[src/rtl/multicycle_control_pkg.sv]
// multicycle_control_pkg: opcodes, FSM states, datapath select codes and the per-state control word.
// MC_IMM_ALU_EN adds the IEXEC/IWB states for addi/andi/ori.
package multicycle_control_pkg;
  localparam int OPW = 6;
  localparam int ST_W = 4;
  localparam logic [OPW-1:0] OP_RTYPE = 6'h00;
  localparam logic [OPW-1:0] OP_LW    = 6'h23;
  localparam logic [OPW-1:0] OP_SW    = 6'h2B;
  localparam logic [OPW-1:0] OP_BEQ   = 6'h04;
  localparam logic [OPW-1:0] OP_BNE   = 6'h05;
  localparam logic [OPW-1:0] OP_J     = 6'h02;
  localparam logic [OPW-1:0] OP_ADDI  = 6'h08;
  localparam logic [OPW-1:0] OP_ANDI  = 6'h0C;
  localparam logic [OPW-1:0] OP_ORI   = 6'h0D;
  localparam logic [1:0] ALU_ADD = 2'd0, ALU_SUB = 2'd1, ALU_FUNCT = 2'd2, ALU_IMM = 2'd3;
  localparam logic [1:0] SRCB_REG = 2'd0, SRCB_FOUR = 2'd1, SRCB_IMM = 2'd2, SRCB_IMM_SH = 2'd3;
  localparam logic [1:0] PCS_ALU = 2'd0, PCS_ALUOUT = 2'd1, PCS_JUMP = 2'd2;
  typedef enum logic [ST_W-1:0] {
    IDLE, FETCH, DECODE, MEMADR, MEMRD, MEMWB, MEMWR, EXEC, ALUWB, BRANCH, JUMP
`ifdef MC_IMM_ALU_EN
    , IEXEC, IWB
`endif
  } state_t;
  typedef struct packed {
    logic       mem_req;
    logic       mem_read;
    logic       mem_write;
    logic       i_or_d;
    logic       fetch;
    logic       pc_write;
    logic       pc_write_if_zero;
    logic       pc_write_if_nonzero;
    logic [1:0] pc_source;
    logic [1:0] alu_op;
    logic       alu_src_a;
    logic [1:0] alu_src_b;
    logic       reg_write;
    logic       reg_dst;
    logic       mem_to_reg;
  } ctrl_t;
  // Moore control word for a state; op selects beq/bne and addi/logic-imm variants.
  function automatic ctrl_t ctrl_of(state_t s, logic [OPW-1:0] op);
    ctrl_t c;
    c = '0;
    case (s)
      FETCH: begin c.mem_req = 1'b1; c.mem_read = 1'b1; c.fetch = 1'b1; c.alu_src_b = SRCB_FOUR; end
      DECODE: c.alu_src_b = SRCB_IMM_SH;
      MEMADR: begin c.alu_src_a = 1'b1; c.alu_src_b = SRCB_IMM; end
      MEMRD: begin c.mem_req = 1'b1; c.mem_read = 1'b1; c.i_or_d = 1'b1; end
      MEMWB: begin c.reg_write = 1'b1; c.mem_to_reg = 1'b1; end
      MEMWR: begin c.mem_req = 1'b1; c.mem_write = 1'b1; c.i_or_d = 1'b1; end
      EXEC: begin c.alu_src_a = 1'b1; c.alu_op = ALU_FUNCT; end
      ALUWB: begin c.reg_write = 1'b1; c.reg_dst = 1'b1; end
      BRANCH: begin
        c.alu_src_a = 1'b1;
        c.alu_op = ALU_SUB;
        c.pc_source = PCS_ALUOUT;
        c.pc_write_if_zero = op == OP_BEQ;
        c.pc_write_if_nonzero = op == OP_BNE;
      end
      JUMP: begin c.pc_write = 1'b1; c.pc_source = PCS_JUMP; end
`ifdef MC_IMM_ALU_EN
      IEXEC: begin c.alu_src_a = 1'b1; c.alu_src_b = SRCB_IMM; c.alu_op = op == OP_ADDI ? ALU_ADD : ALU_IMM; end
      IWB: c.reg_write = 1'b1;
`endif
      default: c = '0;
    endcase
    return c;
  endfunction
endpackage

[src/rtl/multicycle_control_if.sv]
// multicycle_control_if: opcode/memory handshake inputs and datapath control outputs of the control FSM.
interface multicycle_control_if;
  import multicycle_control_pkg::*;
  logic [OPW-1:0] opcode;
  logic mem_ready, mem_req, mem_read, mem_write, i_or_d, ir_write;
  logic pc_write, pc_write_if_zero, pc_write_if_nonzero;
  logic [1:0] pc_source, alu_op, alu_src_b;
  logic alu_src_a, reg_write, reg_dst, mem_to_reg, illegal_op;
  modport ctrl (
    input opcode, mem_ready,
    output mem_req, mem_read, mem_write, i_or_d, ir_write, pc_write, pc_write_if_zero,
      pc_write_if_nonzero, pc_source, alu_op, alu_src_a, alu_src_b, reg_write, reg_dst, mem_to_reg, illegal_op
  );
  modport dp (
    output opcode, mem_ready,
    input mem_req, mem_read, mem_write, i_or_d, ir_write, pc_write, pc_write_if_zero,
      pc_write_if_nonzero, pc_source, alu_op, alu_src_a, alu_src_b, reg_write, reg_dst, mem_to_reg, illegal_op
  );
endinterface

[src/rtl/multicycle_control_decode.sv]
// multicycle_control_decode: opcode -> state following DECODE, plus illegal-opcode flag.
// MC_IMM_ALU_EN makes addi/andi/ori legal.
module multicycle_control_decode import multicycle_control_pkg::*; (
  input  logic [OPW-1:0] opcode,
  output state_t         next,
  output logic           illegal
);
  always_comb begin
    next = FETCH;
    illegal = 1'b0;
    case (opcode)
      OP_RTYPE: next = EXEC;
      OP_LW, OP_SW: next = MEMADR;
      OP_BEQ, OP_BNE: next = BRANCH;
      OP_J: next = JUMP;
`ifdef MC_IMM_ALU_EN
      OP_ADDI, OP_ANDI, OP_ORI: next = IEXEC;
`endif
      default: illegal = 1'b1;
    endcase
  end
endmodule

[src/rtl/multicycle_control.sv]
// multicycle_control: main FSM of the multicycle CPU; control word is registered from the next state.
// MC_IMM_ALU_EN enables the immediate-ALU instruction path.
module multicycle_control import multicycle_control_pkg::*; (
  input logic clk,
  input logic rst_n,
  multicycle_control_if.ctrl bus
);
  state_t state, nxt, dec_next;
  logic dec_illegal, illegal;
  ctrl_t c;
  multicycle_control_decode u_dec (.opcode(bus.opcode), .next(dec_next), .illegal(dec_illegal));
  always_comb begin
    nxt = IDLE;
    case (state)
      IDLE: nxt = FETCH;
      FETCH: nxt = bus.mem_ready ? DECODE : FETCH;
      DECODE: nxt = dec_next;
      MEMADR: nxt = bus.opcode == OP_SW ? MEMWR : MEMRD;
      MEMRD: nxt = bus.mem_ready ? MEMWB : MEMRD;
      MEMWR: nxt = bus.mem_ready ? FETCH : MEMWR;
      EXEC: nxt = ALUWB;
`ifdef MC_IMM_ALU_EN
      IEXEC: nxt = IWB;
      IWB: nxt = FETCH;
`endif
      MEMWB, ALUWB, BRANCH, JUMP: nxt = FETCH;
      default: nxt = IDLE;
    endcase
  end
  // Registers clear asynchronously, so memReq and every control drop the moment rst_n falls.
  always_ff @(posedge clk or negedge rst_n)
    if (!rst_n) begin
      state <= IDLE;
      c <= '0;
      illegal <= 1'b0;
    end else begin
      state <= nxt;
      c <= ctrl_of(nxt, bus.opcode);
      illegal <= illegal | (state == DECODE && dec_illegal);
    end
  assign bus.mem_req = c.mem_req;
  assign bus.mem_read = c.mem_read;
  assign bus.mem_write = c.mem_write;
  assign bus.i_or_d = c.i_or_d;
  assign bus.ir_write = c.fetch & bus.mem_ready;
  assign bus.pc_write = c.pc_write | (c.fetch & bus.mem_ready);
  assign bus.pc_write_if_zero = c.pc_write_if_zero;
  assign bus.pc_write_if_nonzero = c.pc_write_if_nonzero;
  assign bus.pc_source = c.pc_source;
  assign bus.alu_op = c.alu_op;
  assign bus.alu_src_a = c.alu_src_a;
  assign bus.alu_src_b = c.alu_src_b;
  assign bus.reg_write = c.reg_write;
  assign bus.reg_dst = c.reg_dst;
  assign bus.mem_to_reg = c.mem_to_reg;
  assign bus.illegal_op = illegal;
endmodule

[src/flat_wrapper.sv]
// flat-port wrapper written by rule: the top's interface ports become plain ports
module multicycle_control_flat import multicycle_control_pkg::*;
  (clk, rst_n, bus_opcode, bus_mem_ready, bus_mem_req, bus_mem_read, bus_mem_write, bus_i_or_d, bus_ir_write, bus_pc_write, bus_pc_write_if_zero, bus_pc_write_if_nonzero, bus_pc_source, bus_alu_op, bus_alu_src_a, bus_alu_src_b, bus_reg_write, bus_reg_dst, bus_mem_to_reg, bus_illegal_op);
  multicycle_control_if bus_i ();
  input logic clk;
  input logic rst_n;
  input wire logic [$bits(bus_i.opcode)-1:0] bus_opcode;
  input wire logic [$bits(bus_i.mem_ready)-1:0] bus_mem_ready;
  output wire logic [$bits(bus_i.mem_req)-1:0] bus_mem_req;
  output wire logic [$bits(bus_i.mem_read)-1:0] bus_mem_read;
  output wire logic [$bits(bus_i.mem_write)-1:0] bus_mem_write;
  output wire logic [$bits(bus_i.i_or_d)-1:0] bus_i_or_d;
  output wire logic [$bits(bus_i.ir_write)-1:0] bus_ir_write;
  output wire logic [$bits(bus_i.pc_write)-1:0] bus_pc_write;
  output wire logic [$bits(bus_i.pc_write_if_zero)-1:0] bus_pc_write_if_zero;
  output wire logic [$bits(bus_i.pc_write_if_nonzero)-1:0] bus_pc_write_if_nonzero;
  output wire logic [$bits(bus_i.pc_source)-1:0] bus_pc_source;
  output wire logic [$bits(bus_i.alu_op)-1:0] bus_alu_op;
  output wire logic [$bits(bus_i.alu_src_a)-1:0] bus_alu_src_a;
  output wire logic [$bits(bus_i.alu_src_b)-1:0] bus_alu_src_b;
  output wire logic [$bits(bus_i.reg_write)-1:0] bus_reg_write;
  output wire logic [$bits(bus_i.reg_dst)-1:0] bus_reg_dst;
  output wire logic [$bits(bus_i.mem_to_reg)-1:0] bus_mem_to_reg;
  output wire logic [$bits(bus_i.illegal_op)-1:0] bus_illegal_op;
  assign bus_i.opcode = bus_opcode;
  assign bus_i.mem_ready = bus_mem_ready;
  assign bus_mem_req = bus_i.mem_req;
  assign bus_mem_read = bus_i.mem_read;
  assign bus_mem_write = bus_i.mem_write;
  assign bus_i_or_d = bus_i.i_or_d;
  assign bus_ir_write = bus_i.ir_write;
  assign bus_pc_write = bus_i.pc_write;
  assign bus_pc_write_if_zero = bus_i.pc_write_if_zero;
  assign bus_pc_write_if_nonzero = bus_i.pc_write_if_nonzero;
  assign bus_pc_source = bus_i.pc_source;
  assign bus_alu_op = bus_i.alu_op;
  assign bus_alu_src_a = bus_i.alu_src_a;
  assign bus_alu_src_b = bus_i.alu_src_b;
  assign bus_reg_write = bus_i.reg_write;
  assign bus_reg_dst = bus_i.reg_dst;
  assign bus_mem_to_reg = bus_i.mem_to_reg;
  assign bus_illegal_op = bus_i.illegal_op;
  multicycle_control u_core (.clk(clk), .rst_n(rst_n), .bus(bus_i));
endmodule
[config.mk]
export PLATFORM = sky130hd
export DESIGN_NAME = multicycle_control_flat
export DESIGN_NICKNAME = d
export VERILOG_FILES = /design/src/rtl/multicycle_control_pkg.sv /design/src/rtl/multicycle_control_if.sv /design/src/rtl/multicycle_control_decode.sv /design/src/rtl/multicycle_control.sv /design/src/flat_wrapper.sv
export SDC_FILE = /design/constraint.sdc
export NUM_CORES = 1
export LEC_CHECK = 0
export BUFFER_PORTS_ARGS = -buffer_cell sky130_fd_sc_hd__buf_2
export CORE_MARGIN = 1.5
export CORE_UTILIZATION = 45
export DETAILED_ROUTE_END_ITERATION = 12
export PLACE_DENSITY = 0.73
export SYNTH_ARGS = -nofsm -noshare
export SYNTH_HDL_FRONTEND = slang
export SYNTH_SLANG_ARGS = --single-unit
[constraint.sdc]
create_clock -name clk -period 1.75 [get_ports clk]
set_input_delay 0.175 -clock clk [delete_from_list [all_inputs] [get_ports clk]]
set_output_delay 0.175 -clock clk [all_outputs]
set_load 0.005 [all_outputs]
==> results by group, run 1 <==
STA
  • Final Hold Fails: 0
  • Max-slew violation count: 0
  • RSZ-0062 raised after global routing: yes
  • Final period utilization: 1.02
  • Rel. slew slack: 0.691
  • Final setup vio count: 4
  • Slew @ Worst Pin: 0.464 ns
  • Maximum clock rate: 561 MHz
  • Setup TNS Final: -0.110 ns
  • Layout Skew: 0.00227 ns
  • Minimum clock period: 1.78 ns
  • Final setup margin: -0.0318 ns

Clocking
  • Sink Count: 22
  • Root buf cell: clkbuf_4
  • CTS Buffer Depth: 2
  • H-tree Lvls: 1
  • CTS clk-pin slew, worst paths: 0.12 ns
  • Clock Latency Late Sink: 0.31 ns
  • CTS tree: yes
  • CTS buffer count: 3

Setup path
  • Slowest stage delay, CP: 0.55 ns
  • Slowest CP cell: or4b_4
  • Req. time, crit path: 1.95 ns
  • Worst Path Buf+Inv: 0
  • Worst Setup End Kind: flop
  • Crit path kind: flop to flop
  • Crit path max fanout: 5
  • Crit path cell chain: or4b_4, o31a_1, nand2_1, o31ai_1
  • Critical path arrival: 1.98 ns
  • Cell family with the largest share of critical-path delay: simple AND/OR/NAND/NOR gates
  • Startpoint Class: flop

Global route
  • Pin count of the biggest net entering global routing: 23
  • First-pass GRT wire length: 3600 µm
  • GRT overflow: 0
  • Gr usage total: 0.194
  • Initial antenna violation count: 0
  • Number of global-route vias before repair: 791

Synthesis
  • Syn nets: 102
  • Avg Inst Size Synth: 10.6 µm²
  • #FFs+latches synth: 22
  • Post-synthesis sequential area ratio: 0.558
  • Yosys cell types: 33
  • Synthesized area: 986 µm²
  • Mapped Cells: 93
  • Ys Warns: 0

Floorplanning
  • CORE AREA: 2020 µm²
  • FP Rows: 16
  • Initial Util: 0.488
  • Die footprint: 2480 µm²
  • Die Y-Extent: 49.8 µm
  • Die X: 49.8 µm
  • IO Pins: 28

Finish
  • Commonest non-fill, non-tap cell in the layout: buf_2
  • Largest register FFs: 4
  • Layout cells sized above 1: 0.459
  • Fillers: 170
  • Area grow syn2layout: 34.5%
  • Antenna cells: 0
  • Nets: 143
  • Fin cells: 160
  • Most frequent cells in the layout: 27 x buf_2, 22 x dfrtp_1, 15 x buf_4, 14 x nor2_1, 4 x nand2_1
  • Final core occ: 0.656
  • Reg with most FFs: u_core.state

Worst hold path
  • Min-Delay Path Class: input pin to flop

Detailed routing
  • Vias: 816
  • DR iter-0 viols: 16
  • DRT Pass-1 Iters: 4
  • Post-DRT Antenna Nets: 0
  • WL per Instance: 13.7 µm
  • Remaining DRCs: 0
  • Drt total wl: 2190 µm
  • Vias per cell: 5.10

Placed design
  • PortBufs: 27
  • Routability Congestion: 0.839
  • DP Wirelength: 1460 µm
  • Placed cells: 153

Outcome
  • Failing checks: negative setup slack
  • Outcome: complete, but fails checks

Power and ir drop
  • Peak supply drop: 0.000836 V
  • Pwr/cell area: 1430 nW/µm²
  • Leak: 0.685 nW

Flow run
  • Max-cap viol count: 0
==> cells in the mapped netlist <==
cell type / n / area share
nand2_1: 4 / 0.015
nand4bb_1: 1 / 0.011
inv_1: 5 / 0.019
o21bai_1: 1 / 0.0076
o21a_1: 1 / 0.0076
and3_1: 1 / 0.0063
o211ai_1: 1 / 0.0076
or4bb_1: 2 / 0.023
or3_1: 1 / 0.0063
a211o_2: 1 / 0.010
mux2i_1: 1 / 0.010
nor2_1: 14 / 0.053
o21ai_0: 3 / 0.015
nand2b_1: 2 / 0.013
nor4b_1: 1 / 0.0089
nor3b_1: 1 / 0.0076
and2_1: 1 / 0.0063
nand4b_1: 1 / 0.0089
or2_2: 2 / 0.013
nor4_1: 1 / 0.0063
a21oi_1: 4 / 0.020
buf_4: 7 / 0.053
or4b_4: 1 / 0.014
or3_2: 2 / 0.015
nand3_2: 1 / 0.010
o31a_1: 1 / 0.0089
dfrtp_1: 22 / 0.56
o31ai_1: 1 / 0.0076
nor3_1: 3 / 0.015
o22ai_1: 1 / 0.0063
a2111oi_0: 1 / 0.0089
or4_1: 2 / 0.015
nand3_1: 2 / 0.010
==> area by class of cell <==
type                            instances  area [µm²]  share of cell area
Timing Repair Buffer                   43         258               0.194
Tap cell                               27        33.8              0.0255
Sequential cell                        22         551               0.415
Clock inverter                          1        30.0              0.0226
Multi-Input combinational cell         59         413               0.311
Inverter                                5        18.8              0.0142
Clock buffer                            3        22.5              0.0170
==> per-stage QoR <==
step,total power (W),hold WS [ns],setup WS [ns],area (µm²)
after floorplan,0.00114,-0.121,0.0182,1010
after global placement,0.00142,0.150,-0.129,1220
after detailed placement,0.00144,0.155,-0.165,1220
after CTS,0.00186,0.160,-0.00787,1310
after global routing,0.00203,0.152,-0.0895,1330
final,0.00189,0.164,-0.0318,1330
==> logic make-up after synthesis <==
| group | synth area share |
|---|---|
| AOI/OAI and AO/OA | 0.100 |
| buffers and inverters | 0.0723 |
| DFF | 0.558 |
| muxes | 0.0102 |
| and+or+nand+nor | 0.259 |
==> path summary, 6_finish.rpt <==
| check | slack, ns | startpoint | end | depth (start not counted) |
|---|---|---|---|---|
| max | -0.03 | u_core.state[0] | u_core.bus.alu_src_a | 4 |
| min | 0.16 | bus_opcode[0] | u_core.bus.pc_write_if_zero | 3 |
| max reg2reg | -0.03 | u_core.state[0] | u_core.bus.alu_src_a | 4 |
| min reg2reg | 0.49 | u_core.bus.illegal_op | u_core.bus.illegal_op | 1 |
| max in group asynchronous | 1.10 | rst_n | u_core.state[3] | 2 |
| min in group asynchronous | 0.34 | rst_n | u_core.bus.mem_to_reg | 2 |
==> power breakdown <==
part	switching, W	internal (W)	total [W]
clock	0.000159	0.000232	0.000390
sequential	0.0000639	0.000643	0.000707
combinational	0.000415	0.000382	0.000797
==> worst reg2reg max path, stage by stage (launching register included) <==
cell,delay (ns)
dfrtp_1,0.46
or4b_4,0.55
o31a_1,0.37
nand2_1,0.19
o31ai_1,0.10
==> what timing repair did <==
action                     in CTS  in global routing
pin swaps                       1                  3
setup endpoints to repair       3                 11
hold endpoints to repair       22                  0
resized for setup               4                  3
hold buffers                    1                  0
setup buffers                   1                  1
==> layer usage <==
metal,share of wire,GRT usage,vias up
met5,0,0,-
met1,0.44,0.239,383
met3,0.043,0.0455,5
met2,0.51,0.324,25
li1,-,-,403
met4,0.013,0.0833,0
Note: power is estimated with default switching activity, not from simulation.
==> run 2: changes to the inputs <==
- CORE_ASPECT_RATIO: unset -> 1.1
==> results by group, run 2 (synthesis gave the netlist of run 1 again) <==
Power and ir drop
  • Peak supply drop: 0.00103 V (was 0.000836 V)
  • Pwr/cell area: 1390 nW/µm² (was 1430 nW/µm²)
  • Sw Pwr: 0.000650 W (was 0.000638 W)
  • Sw Ratio: 0.354 (was 0.337)
  • Combinational group share of total power: 0.460 (was 0.421)
  • Clock Power Share: 0.152 (was 0.206)
  • Sequential Power Share: 0.388 (was 0.373)
  • Leak: 0.677 nW (was 0.685 nW)
  • Total power: 0.00184 W (was 0.00189 W)
  • Power Internal: 0.00119 W (was 0.00126 W)

Setup path
  • Worst r2r src: u_core.state[2] (was u_core.state[0])
  • Worst Setup End Kind: flop (unchanged)
  • Slowest CP cell: or4b_4 (unchanged)
  • Cell family with the largest share of critical-path delay: simple AND/OR/NAND/NOR gates (unchanged)
  • Startpoint Class: flop (unchanged)
  • Crit path cell chain: or4b_4, o31a_1, inv_2, nor3_2, o21a_1 (was or4b_4, o31a_1, nand2_1, o31ai_1)
  • Critical path arrival: 2.02 ns (was 1.98 ns)
  • R2R Path End: u_core.bus.mem_read (was u_core.bus.alu_src_a)
  • Worst Path Buf+Inv: 1 (was 0)
  • Crit path max fanout: 4 (was 5)
  • Slowest stage delay, CP: 0.59 ns (was 0.55 ns)
  • Reg2Reg Setup Slack: -0.05 ns (was -0.03 ns)
  • Crit path kind: flop to flop (unchanged)
  • Worst R2R Path Depth: 5 (was 4)
  • Req. time, crit path: 1.97 ns (was 1.95 ns)

STA
  • RSZ-0062 raised after global routing: yes (unchanged)
  • Slew @ Worst Pin: 0.520 ns (was 0.464 ns)
  • Final setup vio count: 4 (unchanged)
  • Layout Skew: 0.00635 ns (was 0.00227 ns)
  • Fin Hold WS: 0.169 ns (was 0.164 ns)
  • Final Hold Fails: 0 (unchanged)
  • Final period utilization: 1.03 (was 1.02)
  • Final setup margin: -0.0521 ns (was -0.0318 ns)
  • Max-slew violation count: 0 (unchanged)
  • Minimum clock period: 1.80 ns (was 1.78 ns)
  • Maximum clock rate: 555 MHz (was 561 MHz)
  • Rel. slew slack: 0.650 (was 0.691)

Clocking
  • Sink Count: 22 (unchanged)
  • CTS clk-pin slew, worst paths: 0.12 ns (about the same)
  • CTS buffer count: 3 (unchanged)
  • CTS tree: yes (unchanged)
  • Clock Latency Late Sink: 0.31 ns (about the same)
  • CTS Buffer Depth: 2 (unchanged)
  • Root buf cell: clkbuf_4 (unchanged)
  • H-tree Lvls: 1 (unchanged)

Finish
  • Final core occ: 0.646 (was 0.656)
  • Reg with most FFs: u_core.state (unchanged)
  • Layout cells sized above 1: 0.496 (was 0.459)
  • Nets: 143 (unchanged)
  • Most frequent cells in the layout: 27 x buf_2, 21 x dfrtp_1, 15 x buf_4, 13 x nor2_1 (was 27 x buf_2, 22 x dfrtp_1, 15 x buf_4, 14 x nor2_1, 4 x nand2_1)
  • Antenna cells: 0 (unchanged)
  • Largest register FFs: 4 (unchanged)
  • Commonest non-fill, non-tap cell in the layout: buf_2 (unchanged)
  • Area grow syn2layout: 33.8% (was 34.5%)
  • Fillers: 152 (was 170)

Detailed routing
  • Post-DRT Antenna Nets: 0 (unchanged)
  • Vias: 834 (was 816)
  • DR iter-0 viols: 9 (was 16)
  • Remaining DRCs: 0 (unchanged)
  • WL per Instance: 13.4 µm (was 13.7 µm)
  • DRT Pass-1 Iters: 4 (unchanged)
  • Drt total wl: 2150 µm (was 2190 µm)
  • Vias per cell: 5.18 (was 5.10)

Floorplanning
  • Die footprint: 2480 µm² (about the same)
  • Die Y-Extent: 52.1 µm (was 49.8 µm)
  • Die X: 47.6 µm (was 49.8 µm)
  • FP Rows: 17 (was 16)
  • CORE AREA: 2040 µm² (was 2020 µm²)
  • IO Pins: 28 (unchanged)
  • Initial Util: 0.483 (was 0.488)

Outcome
  • Failing checks: negative setup slack (unchanged)
  • Outcome: complete, but fails checks (unchanged)

Global route
  • GRT overflow: 0 (unchanged)
  • Number of global-route vias before repair: 806 (was 791)
  • Met3 GRT Util: 0.0347 (was 0.0455)
  • GRT busiest layer: met2 (unchanged)
  • Gr usage total: 0.206 (was 0.194)
  • Initial antenna violation count: 0 (unchanged)
  • Grt met2 use: 0.336 (was 0.324)
  • Pin count of the biggest net entering global routing: 23 (unchanged)
  • Met1 Use GR: 0.260 (was 0.239)
  • First-pass GRT wire length: 3560 µm (was 3600 µm)

Worst hold path
  • Hold depth: 3 (unchanged)
  • Min-Delay Path Class: input pin to flop (unchanged)
  • Hold path start: bus_opcode[0] (unchanged)
  • Hold path endpoint: u_core.bus.pc_write_if_zero (unchanged)

Flow run
  • Max-cap viol count: 0 (unchanged)

Placed design
  • DP Wirelength: 1450 µm (was 1460 µm)
  • PortBufs: 27 (unchanged)
  • Routability Congestion: 0.826 (was 0.839)
run 2: worst min-delay path, delay by kind of cell:
| family | cells | cell delay [ns] |
|---|---|---|
| and+or+nand+nor | 1 | 0.05 |
| buffers and inverters | 2 | 0.23 |
run 2: how the worst max path moves through the flow:
stage	startpoint	endpoint	cells past startpoint
after floorplan	u_core.state[3]	u_core.bus.mem_read	5
after global placement	bus_opcode[4]	u_core.bus.mem_read	7
after detailed placement	bus_opcode[4]	u_core.bus.mem_read	7
after CTS	u_core.state[3]	u_core.bus.mem_read	5
after global routing	u_core.state[2]	u_core.bus.mem_read	5
final	u_core.state[2]	u_core.bus.mem_read	5
run 2: area by class of cell:
cell class / count / area (µm²) / area share
Clock buffer: 4 / 36.3 / 0.0275
Tap cell: 28 / 35.0 / 0.0266
Timing Repair Buffer: 43 / 258 / 0.195
Sequential cell: 22 / 552 / 0.418
Multi-Input combinational cell: 59 / 419 / 0.318
Inverter: 5 / 18.8 / 0.0142
run 2: power by group through the flow:
stage / Combinational (W) / Sequential (W) / Clock (W)
6_report: 0.000845 / 0.000714 / 0.000279
5_1_grt: 0.000943 / 0.000728 / 0.000308
4_1_cts: 0.000791 / 0.000707 / 0.000286
3_5_place_dp: 0.000710 / 0.000715 / 0
3_3_place_gp: 0.000689 / 0.000711 / 0
2_1_floorplan: 0.000416 / 0.000721 / 0
run 2: repair_timing:
action                                  in CTS  in global routing
pin swaps                                    4                  3
endpoints found under the setup margin       3                 12
hold buffers                                 1                  0
resized for setup                            4                  8
gates cloned                                 0                  0
setup buffers                                3                  0
hold endpoints to repair                    22                  0
run 2: per-layer routing:
metal | vias up | share of wire | wire, µm
met5 | - | 0 | 0
met4 | 0 | 0.018 | 38
met3 | 4 | 0.043 | 93
met2 | 24 | 0.52 | 1110
met1 | 403 | 0.42 | 907
li1 | 403 | - | -
run 2: stage by stage:
step	instances	TNS [ns]	area (µm²)	worst slack (ns)
after floorplan	93	0	1010	0.0182
after CTS	161	-0.0136	1300	-0.0136
final	161	-0.0641	1320	-0.0521
after global routing	161	-0.354	1320	-0.0945
after global placement	153	-0.614	1220	-0.134
after detailed placement	153	-0.861	1220	-0.182
